## src/rtl/pe_row_feeder_pkg.sv

```systemverilog
// pe_row_feeder_pkg: definitions shared by the PE row feeder and the PE array.
//   feeder_state_t          : sequencer states (IDLE, LOAD_W, STREAM, DRAIN)
//   SIMD_8 / SIMD_16        : encodings of the PE simd_mode input
//   PE_DATA_W/SIGN_W/SUM_W  : widths of the PE matrix data, sign and partial sum
package pe_row_feeder_pkg;

  typedef enum logic [1:0] {
    IDLE   = 2'd0,
    LOAD_W = 2'd1,
    STREAM = 2'd2,
    DRAIN  = 2'd3
  } feeder_state_t;

  localparam logic SIMD_8  = 1'b0;
  localparam logic SIMD_16 = 1'b1;

  localparam int unsigned PE_DATA_W = 16;
  localparam int unsigned PE_SIGN_W = 2;
  localparam int unsigned PE_SUM_W  = 32;

endpackage

```

## src/rtl/pe_feeder_ctrl.sv

```systemverilog
// pe_feeder_ctrl: job sequencer for pe_row_feeder (FSM plus weight, vector and
// drain counters).
//   clk, rst          : clock, synchronous active-high reset
//   start             : job start, honoured only in IDLE
//   cfg_vec_count     : matrix beats in the job, latched on an accepted start
//   w_valid, m_valid  : upstream valid of the weight / matrix streams
//   state_next        : next state, for registering state-dependent datapath outputs
//   start_accept      : start honoured this cycle
//   w_fire, m_fire    : weight / matrix beat accepted this cycle
//   w_idx             : index of the PE the current weight beat belongs to
//   w_ready, m_ready  : registered stream ready outputs
//   en, busy, done    : registered PE enable, busy flag, completion pulse
module pe_feeder_ctrl
  import pe_row_feeder_pkg::*;
#(
  parameter int unsigned N_PE  = 8,
  parameter int unsigned CNT_W = 16
) (
  input  logic                         clk,
  input  logic                         rst,
  input  logic                         start,
  input  logic [CNT_W-1:0]             cfg_vec_count,
  input  logic                         w_valid,
  input  logic                         m_valid,
  output feeder_state_t                state_next,
  output logic                         start_accept,
  output logic                         w_fire,
  output logic                         m_fire,
  output logic [$clog2(N_PE+1)-1:0]    w_idx,
  output logic                         w_ready,
  output logic                         m_ready,
  output logic                         en,
  output logic                         busy,
  output logic                         done
);

  localparam int unsigned PCNT_W = $clog2(N_PE + 1);
  localparam logic [PCNT_W-1:0] LAST_PE = PCNT_W'(N_PE - 1);

  feeder_state_t     state;
  logic [PCNT_W-1:0] w_cnt, w_cnt_d;
  logic [PCNT_W-1:0] d_cnt, d_cnt_d;
  logic [CNT_W-1:0]  v_cnt, v_cnt_d;
  logic [CNT_W-1:0]  vec_count, vec_count_d;

  always_comb begin
    state_next   = state;
    w_cnt_d      = w_cnt;
    d_cnt_d      = d_cnt;
    v_cnt_d      = v_cnt;
    vec_count_d  = vec_count;
    start_accept = 1'b0;
    // Readies are only ever high in their own state, so a fire implies the state.
    w_fire       = w_valid & w_ready;
    m_fire       = m_valid & m_ready;
    w_idx        = w_cnt;

    unique case (state)
      IDLE: begin
        if (start) begin
          start_accept = 1'b1;
          state_next   = LOAD_W;
          w_cnt_d      = '0;
          d_cnt_d      = '0;
          v_cnt_d      = '0;
          vec_count_d  = cfg_vec_count;
        end
      end
      LOAD_W: begin
        if (w_fire) begin
          w_cnt_d = w_cnt + 1'b1;
          if (w_cnt == LAST_PE) begin
            d_cnt_d    = '0;
            state_next = (vec_count == '0) ? DRAIN : STREAM;
          end
        end
      end
      STREAM: begin
        if (m_fire) begin
          v_cnt_d = v_cnt + 1'b1;
          if (v_cnt == vec_count - CNT_W'(1)) begin
            d_cnt_d    = '0;
            state_next = DRAIN;
          end
        end
      end
      DRAIN: begin
        if (d_cnt == LAST_PE) begin
          state_next = IDLE;
        end else begin
          d_cnt_d = d_cnt + 1'b1;
        end
      end
      default: state_next = IDLE;
    endcase
  end

  // Outputs are registered from the next-state values so they line up with the
  // state register; done therefore marks the final DRAIN cycle.
  always_ff @(posedge clk) begin
    if (rst) begin
      state     <= IDLE;
      w_cnt     <= '0;
      d_cnt     <= '0;
      v_cnt     <= '0;
      vec_count <= '0;
      w_ready   <= 1'b0;
      m_ready   <= 1'b0;
      en        <= 1'b0;
      busy      <= 1'b0;
      done      <= 1'b0;
    end else begin
      state     <= state_next;
      w_cnt     <= w_cnt_d;
      d_cnt     <= d_cnt_d;
      v_cnt     <= v_cnt_d;
      vec_count <= vec_count_d;
      w_ready   <= (state_next == LOAD_W);
      m_ready   <= (state_next == STREAM);
      en        <= (state_next != IDLE);
      busy      <= (state_next != IDLE);
      done      <= (state_next == DRAIN) && (d_cnt_d == LAST_PE);
    end
  end

endmodule

```

## src/rtl/pe_row_feeder.sv

```systemverilog
// pe_row_feeder: drives one row of the systolic PE chain. Per job it loads one
// weight into each of N_PE PEs, streams cfg_vec_count matrix beats into PE 0
// with the bias on sum_in, drains the chain for N_PE cycles and pulses done.
//   clk, rst                      : clock, synchronous active-high reset
//   start, cfg_*                  : job start and configuration (latched on start)
//   w_valid/w_ready/w_data        : weight stream in
//   m_valid/m_ready/m_data/m_sign : matrix stream in
//   en, simd_mode                 : PE enable and mode
//   weight_write_en, weight_data  : one-hot weight strobe and broadcast weight
//   matrix_data/sign/valid        : row input to PE 0
//   sum_in                        : partial-sum seed into PE 0
//   busy, done                    : job in progress, one-cycle completion pulse
//   stall_cycles                  : only with PE_FEEDER_STALL_CNT_EN defined;
//                                   STREAM cycles spent waiting on m_valid
module pe_row_feeder
  import pe_row_feeder_pkg::*;
#(
  parameter int unsigned N_PE  = 8,
  parameter int unsigned CNT_W = 16
) (
  input  logic                 clk,
  input  logic                 rst,
  input  logic                 start,
  input  logic                 cfg_simd_mode,
  input  logic [CNT_W-1:0]     cfg_vec_count,
  input  logic [PE_SUM_W-1:0]  cfg_bias,
  input  logic                 w_valid,
  output logic                 w_ready,
  input  logic [PE_DATA_W-1:0] w_data,
  input  logic                 m_valid,
  output logic                 m_ready,
  input  logic [PE_DATA_W-1:0] m_data,
  input  logic [PE_SIGN_W-1:0] m_sign,
  output logic                 en,
  output logic                 simd_mode,
  output logic [N_PE-1:0]      weight_write_en,
  output logic [PE_DATA_W-1:0] weight_data,
  output logic [PE_DATA_W-1:0] matrix_data,
  output logic [PE_SIGN_W-1:0] matrix_sign,
  output logic                 matrix_valid,
  output logic [PE_SUM_W-1:0]  sum_in,
  output logic                 busy,
  output logic                 done
`ifdef PE_FEEDER_STALL_CNT_EN
  ,
  output logic [31:0]          stall_cycles
`endif
);

  localparam int unsigned PCNT_W = $clog2(N_PE + 1);
  localparam logic [N_PE-1:0] PE_ONE = N_PE'(1);

  feeder_state_t         state_next;
  logic                  start_accept;
  logic                  w_fire;
  logic                  m_fire;
  logic [PCNT_W-1:0]     w_idx;
  logic [PE_SUM_W-1:0]   bias;

  pe_feeder_ctrl #(
    .N_PE  (N_PE),
    .CNT_W (CNT_W)
  ) u_ctrl (
    .clk           (clk),
    .rst           (rst),
    .start         (start),
    .cfg_vec_count (cfg_vec_count),
    .w_valid       (w_valid),
    .m_valid       (m_valid),
    .state_next    (state_next),
    .start_accept  (start_accept),
    .w_fire        (w_fire),
    .m_fire        (m_fire),
    .w_idx         (w_idx),
    .w_ready       (w_ready),
    .m_ready       (m_ready),
    .en            (en),
    .busy          (busy),
    .done          (done)
  );

  always_ff @(posedge clk) begin
    if (rst) begin
      simd_mode       <= SIMD_8;
      bias            <= '0;
      weight_write_en <= '0;
      weight_data     <= '0;
      matrix_data     <= '0;
      matrix_sign     <= '0;
      matrix_valid    <= 1'b0;
      sum_in          <= '0;
    end else begin
      if (start_accept) begin
        simd_mode <= cfg_simd_mode ? SIMD_16 : SIMD_8;
        bias      <= cfg_bias;
      end

      weight_write_en <= '0;
      if (w_fire) begin
        weight_write_en <= PE_ONE << w_idx;
        weight_data     <= w_data;
      end

      // Cycles without an accepted beat present a zeroed bubble to PE 0.
      if (m_fire) begin
        matrix_data  <= m_data;
        matrix_sign  <= m_sign;
        matrix_valid <= 1'b1;
      end else begin
        matrix_data  <= '0;
        matrix_sign  <= '0;
        matrix_valid <= 1'b0;
      end

      sum_in <= (state_next == STREAM) ? bias : '0;
    end
  end

`ifdef PE_FEEDER_STALL_CNT_EN
  // m_ready is high exactly in STREAM, so ready-without-valid is a stall cycle.
  always_ff @(posedge clk) begin
    if (rst || start_accept) begin
      stall_cycles <= '0;
    end else if (m_ready && !m_valid && (stall_cycles != '1)) begin
      stall_cycles <= stall_cycles + 32'd1;
    end
  end
`endif

endmodule

```

## config.mk

```make
export PLATFORM = sky130hd
export DESIGN_NAME = pe_row_feeder
export DESIGN_NICKNAME = d
export VERILOG_FILES = /design/src/rtl/pe_row_feeder_pkg.sv /design/src/rtl/pe_feeder_ctrl.sv /design/src/rtl/pe_row_feeder.sv
export SDC_FILE = /design/constraint.sdc
export NUM_CORES = 1
export LEC_CHECK = 0
export CAP_MARGIN = 20
export CORE_MARGIN = 3
export CORE_UTILIZATION = 40
export DETAILED_ROUTE_END_ITERATION = 10
export DONT_BUFFER_PORTS = 1
export GPL_TIMING_DRIVEN = 0
export PLACE_DENSITY_LB_ADDON = 0.1
export SYNTH_ARGS = -nofsm -noshare
export SYNTH_HDL_FRONTEND = slang
export SYNTH_SLANG_ARGS = --single-unit
```

## constraint.sdc

```tcl
create_clock -name clk -period 2.55 [get_ports clk]
set_clock_uncertainty 0.1 [all_clocks]
set_input_delay 0.51 -clock clk [delete_from_list [all_inputs] [get_ports clk]]
set_output_delay 0.51 -clock clk [all_outputs]
set_load 0.005 [all_outputs]
```

==> flow_summary.json <==
{
  "first_global_vias": 4616,
  "worstHoldPathType": "input port to register",
  "global_route.usage.total_pct": 18.2,
  "yosysWarnings": 0,
  "hold_fix_buffer_count_after_cts": 0,
  "netlist_area_um2": 5830,
  "initial_utilization_pct": 41.4,
  "final_nets": 788,
  "synth_top_cell_area_share_pct": 52.9,
  "numCtsBuffers": 17,
  "synth.largest_area_cell": "dfxtp_1",
  "number_of_pins_with_negative_max_slew_slack_in_the_final_report": 0,
  "final-hold-violation-count": 0,
  "path_max_fanout": 6,
  "area.growth.synth_to_final_pct": 18.7,
  "dominantRegCellSynth": "dfxtp_1",
  "static-leakage-power_nw": 2.60,
  "ioPinCount": 169,
  "wire_length_of_the_first_global_routing_pass_um": 23100,
  "cap_violations": 0,
  "whs_ns": 0.104,
  "rsz_0062_raised_after_global_routing": "true",
  "ir_worst_vdd_uv": 438,
  "syn-mean-instance-area_um2": 8.76,
  "post-route-drc-count": 0,
  "post-route-cell-area_um2": 6920,
  "synth_top_cells_by_area": "dfxtp_1 (53%), nand2_1 (9.5%), a21oi_1 (6.5%)",
  "pnr_worst_setup_slack_ns": -0.235,
  "clkTransAtPathRegs_ns": 0.07,
  "place.gp.congestion": 0.886,
  "avgViaCountPerCell": 5.23,
  "element_type_at_the_critical_path_end": "register",
  "die_w_um": 127,
  "finalSetupTns_ns": -8.29,
  "gr-total-overflow": 0,
  "antenna-diode-count": 0,
  "synth_enable_flop_cells": 0,
  "synth_cell_count_leaders": "dfxtp_1 (154), nand2_1 (148), a21oi_1 (76)",
  "row_count": 43,
  "post-synth-top-count-cell": "dfxtp_1",
  "netlist_instances": 666,
  "number_of_antenna_violations_at_the_first_check_in_global_routing": 0,
  "worst-setup-path-type": "register to register",
  "clkLatencyLatePin_ns": 0.42,
  "route.final.wire_length_um": 14700,
  "grt_max_degree": 17,
  "tritoncts": "built",
  "post-dp-hpwl_um": 10800,
  "placed_cells_incl_taps": 846,
  "violated_checks": "negative setup slack",
  "routed-via-count": 4628,
  "cts_htree_levels": 4,
  "max_freq_mhz": 359,
  "synth-seq-cells": 154,
  "root_buffer": "clkbuf_16",
  "drtIter0Drc": 172,
  "total_die_area_um2": 16100,
  "drt-pass1-iter-count": 4,
  "synth_nets": 761,
  "portBuffers": 0,
  "wl_per_cell_um": 16.6,
  "layout_worst_path_cycle_share_pct": 109,
  "final_layout_size_suffix_gt1_share_pct": 13.2,
  "coreArea_um2": 14100,
  "max-slew-margin-rel_pct": 53.3,
  "dp_slack_ns": -0.591,
  "timing.final.crit_period_ns": 2.78,
  "outcome": "complete, but fails checks",
  "tightestPinTransition_ns": 0.697,
  "synth-async-reset-ratio_pct": 0,
  "synth.lib_cells_used.distinct": 50,
  "power-per-cell-area_nw_per_um2": 769,
  "fp.dieH_um": 127,
  "number_of_nets_with_antenna_violations_after_routing": 0,
  "final-setup-viol-count": 41,
  "numClockSinks": 154,
  "yosysSeqAreaShare_pct": 52.9,
  "worst_ep_arrival_time_ns": 3.00,
  "timing.critical_path.from_type": "register",
  "place_area_um2": 6070,
  "cts-root-to-sink-buffers": 2,
  "worst_ep_required_time_ns": 2.76,
  "post_layout_nonfiller_instances": 885
}
-- stage by stage --
| stage | total power, mW | utilization (%) |
|---|---|---|
| 2_1_floorplan | 2.83 | - |
| 3_3_place_gp | 2.91 | 43.0 |
| 3_5_place_dp | 2.92 | 43.0 |
| 4_1_cts | 5.37 | 48.1 |
| 5_1_grt | 5.56 | 49.1 |
| 6_report | 5.33 | 49.1 |
-- critical path: stages (launching register included) --
cell and delay [ns]:
dfxtp_4 0.34, or4_4 0.55, or4_4 0.51, xnor2_2 0.15, nand4_1 0.14, nor4_4 0.37, a21oi_4 0.17, buf_4 0.19
and3_1 0.16
-- sequential cells by signal (all words and copies together) (netlist names) --
name and count:
u_ctrl.w_idx 4, matrix_sign 2, simd_mode 1, u_ctrl.w_ready 1
u_ctrl.en 1, bias 32, u_ctrl.v_cnt 16, u_ctrl.done 1
sum_in 32, weight_write_en 8, matrix_valid 1, u_ctrl.m_ready 1
u_ctrl.vec_count 16, matrix_data 16, u_ctrl.d_cnt 4, u_ctrl.state 2
weight_data 16
-- worst paths after layout --
check / from / end / slack [ns] / cells past startpoint
setup / recovery: u_ctrl.vec_count[6]$_SDFFE_PP0P_ / sum_in[12]$_SDFF_PP0_ / -0.23 / 8
hold reg to reg: bias[11]$_SDFFE_PP0P_ / bias[11]$_SDFFE_PP0P_ / 0.35 / 2
hold / removal: m_sign[1] / matrix_sign[1]$_SDFF_PP0_ / 0.10 / 1
setup reg to reg: u_ctrl.vec_count[6]$_SDFFE_PP0P_ / sum_in[12]$_SDFF_PP0_ / -0.23 / 8
-- cells in the final DEF, fill, tap and decap left out, types with 2 or more instances in the layout --
master	synthesis	routed
dfxtp_1	154	151
nand2_1	148	148
a21oi_1	76	75
nor2_1	40	37
clkbuf_1	35	31
and2_1	28	27
and3_1	34	18
xnor2_1	17	17
clkbuf_16	0	17
xor2_1	16	16
and3_4	0	16
inv_1	12	12
nor3_1	13	11
nand4_1	10	10
buf_4	1	10
nand3_1	7	7
ha_1	7	6
buf_6	4	5
o21ai_0	5	5
nor4_1	7	5
a31oi_1	5	5
inv_6	0	5
nand2b_1	4	3
or3_1	3	3
a22oi_1	3	3
nor4_4	1	3
or2_2	3	3
clkinv_4	0	3
nor2_2	0	2
nor4b_1	2	2
or4_4	2	2
o21a_1	2	2
a311oi_2	0	2
a311oi_1	4	2
clkinvlp_4	0	2
dfxtp_4	0	2
-- repair_timing --
item / 4_1_cts / 5_1_grt
setup endpoints to repair: 43 / 59
pin swaps: 6 / 8
endpoints found under the hold margin: 0 / 0
gates cloned: 1 / 1
gates resized for setup: 20 / 26
setup buffers: 5 / 4
-- area by class of cell --
| type | instances | area (um^2) |
|---|---|---|
| Buffer | 37 | 174 |
| Clock buffer | 18 | 439 |
| Clock inverter | 13 | 131 |
| Fill cell | 1378 | 7170 |
| Inverter | 12 | 45.0 |
| Multi-Input combinational cell | 460 | 2720 |
| Sequential cell | 154 | 3090 |
| Tap cell | 180 | 225 |
| Timing Repair Buffer | 11 | 98.8 |
-- routing by layer --
metal | up-vias | GRT usage, % | share of wire, %
met5 | - | 0 | 0
met4 | 0 | 7.57 | 2.5
met3 | 29 | 8.29 | 9.8
met2 | 181 | 27.0 | 44
met1 | 2115 | 22.9 | 43
li1 | 2303 | - | -
-- logic make-up after synthesis --
group           after synthesis  share of synthesized area [%]
simple gates                312                           25.9
flops                       154                           52.9
compound gates              107                           10.6
buf+inv                      52                           3.93
xor+xnor                     34                           5.23
fa+ha+maj                     7                           1.50
-- report_power, final --
group	leakage, nW	internal (mW)	switching [mW]	total (mW)
clock network	0.276	1.39	1.03	2.42
logic	1.08	0.160	0.240	0.400
registers	1.25	2.46	0.0472	2.51
total	2.60	4.01	1.32	5.33
Power figures use the tool's default switching activity.
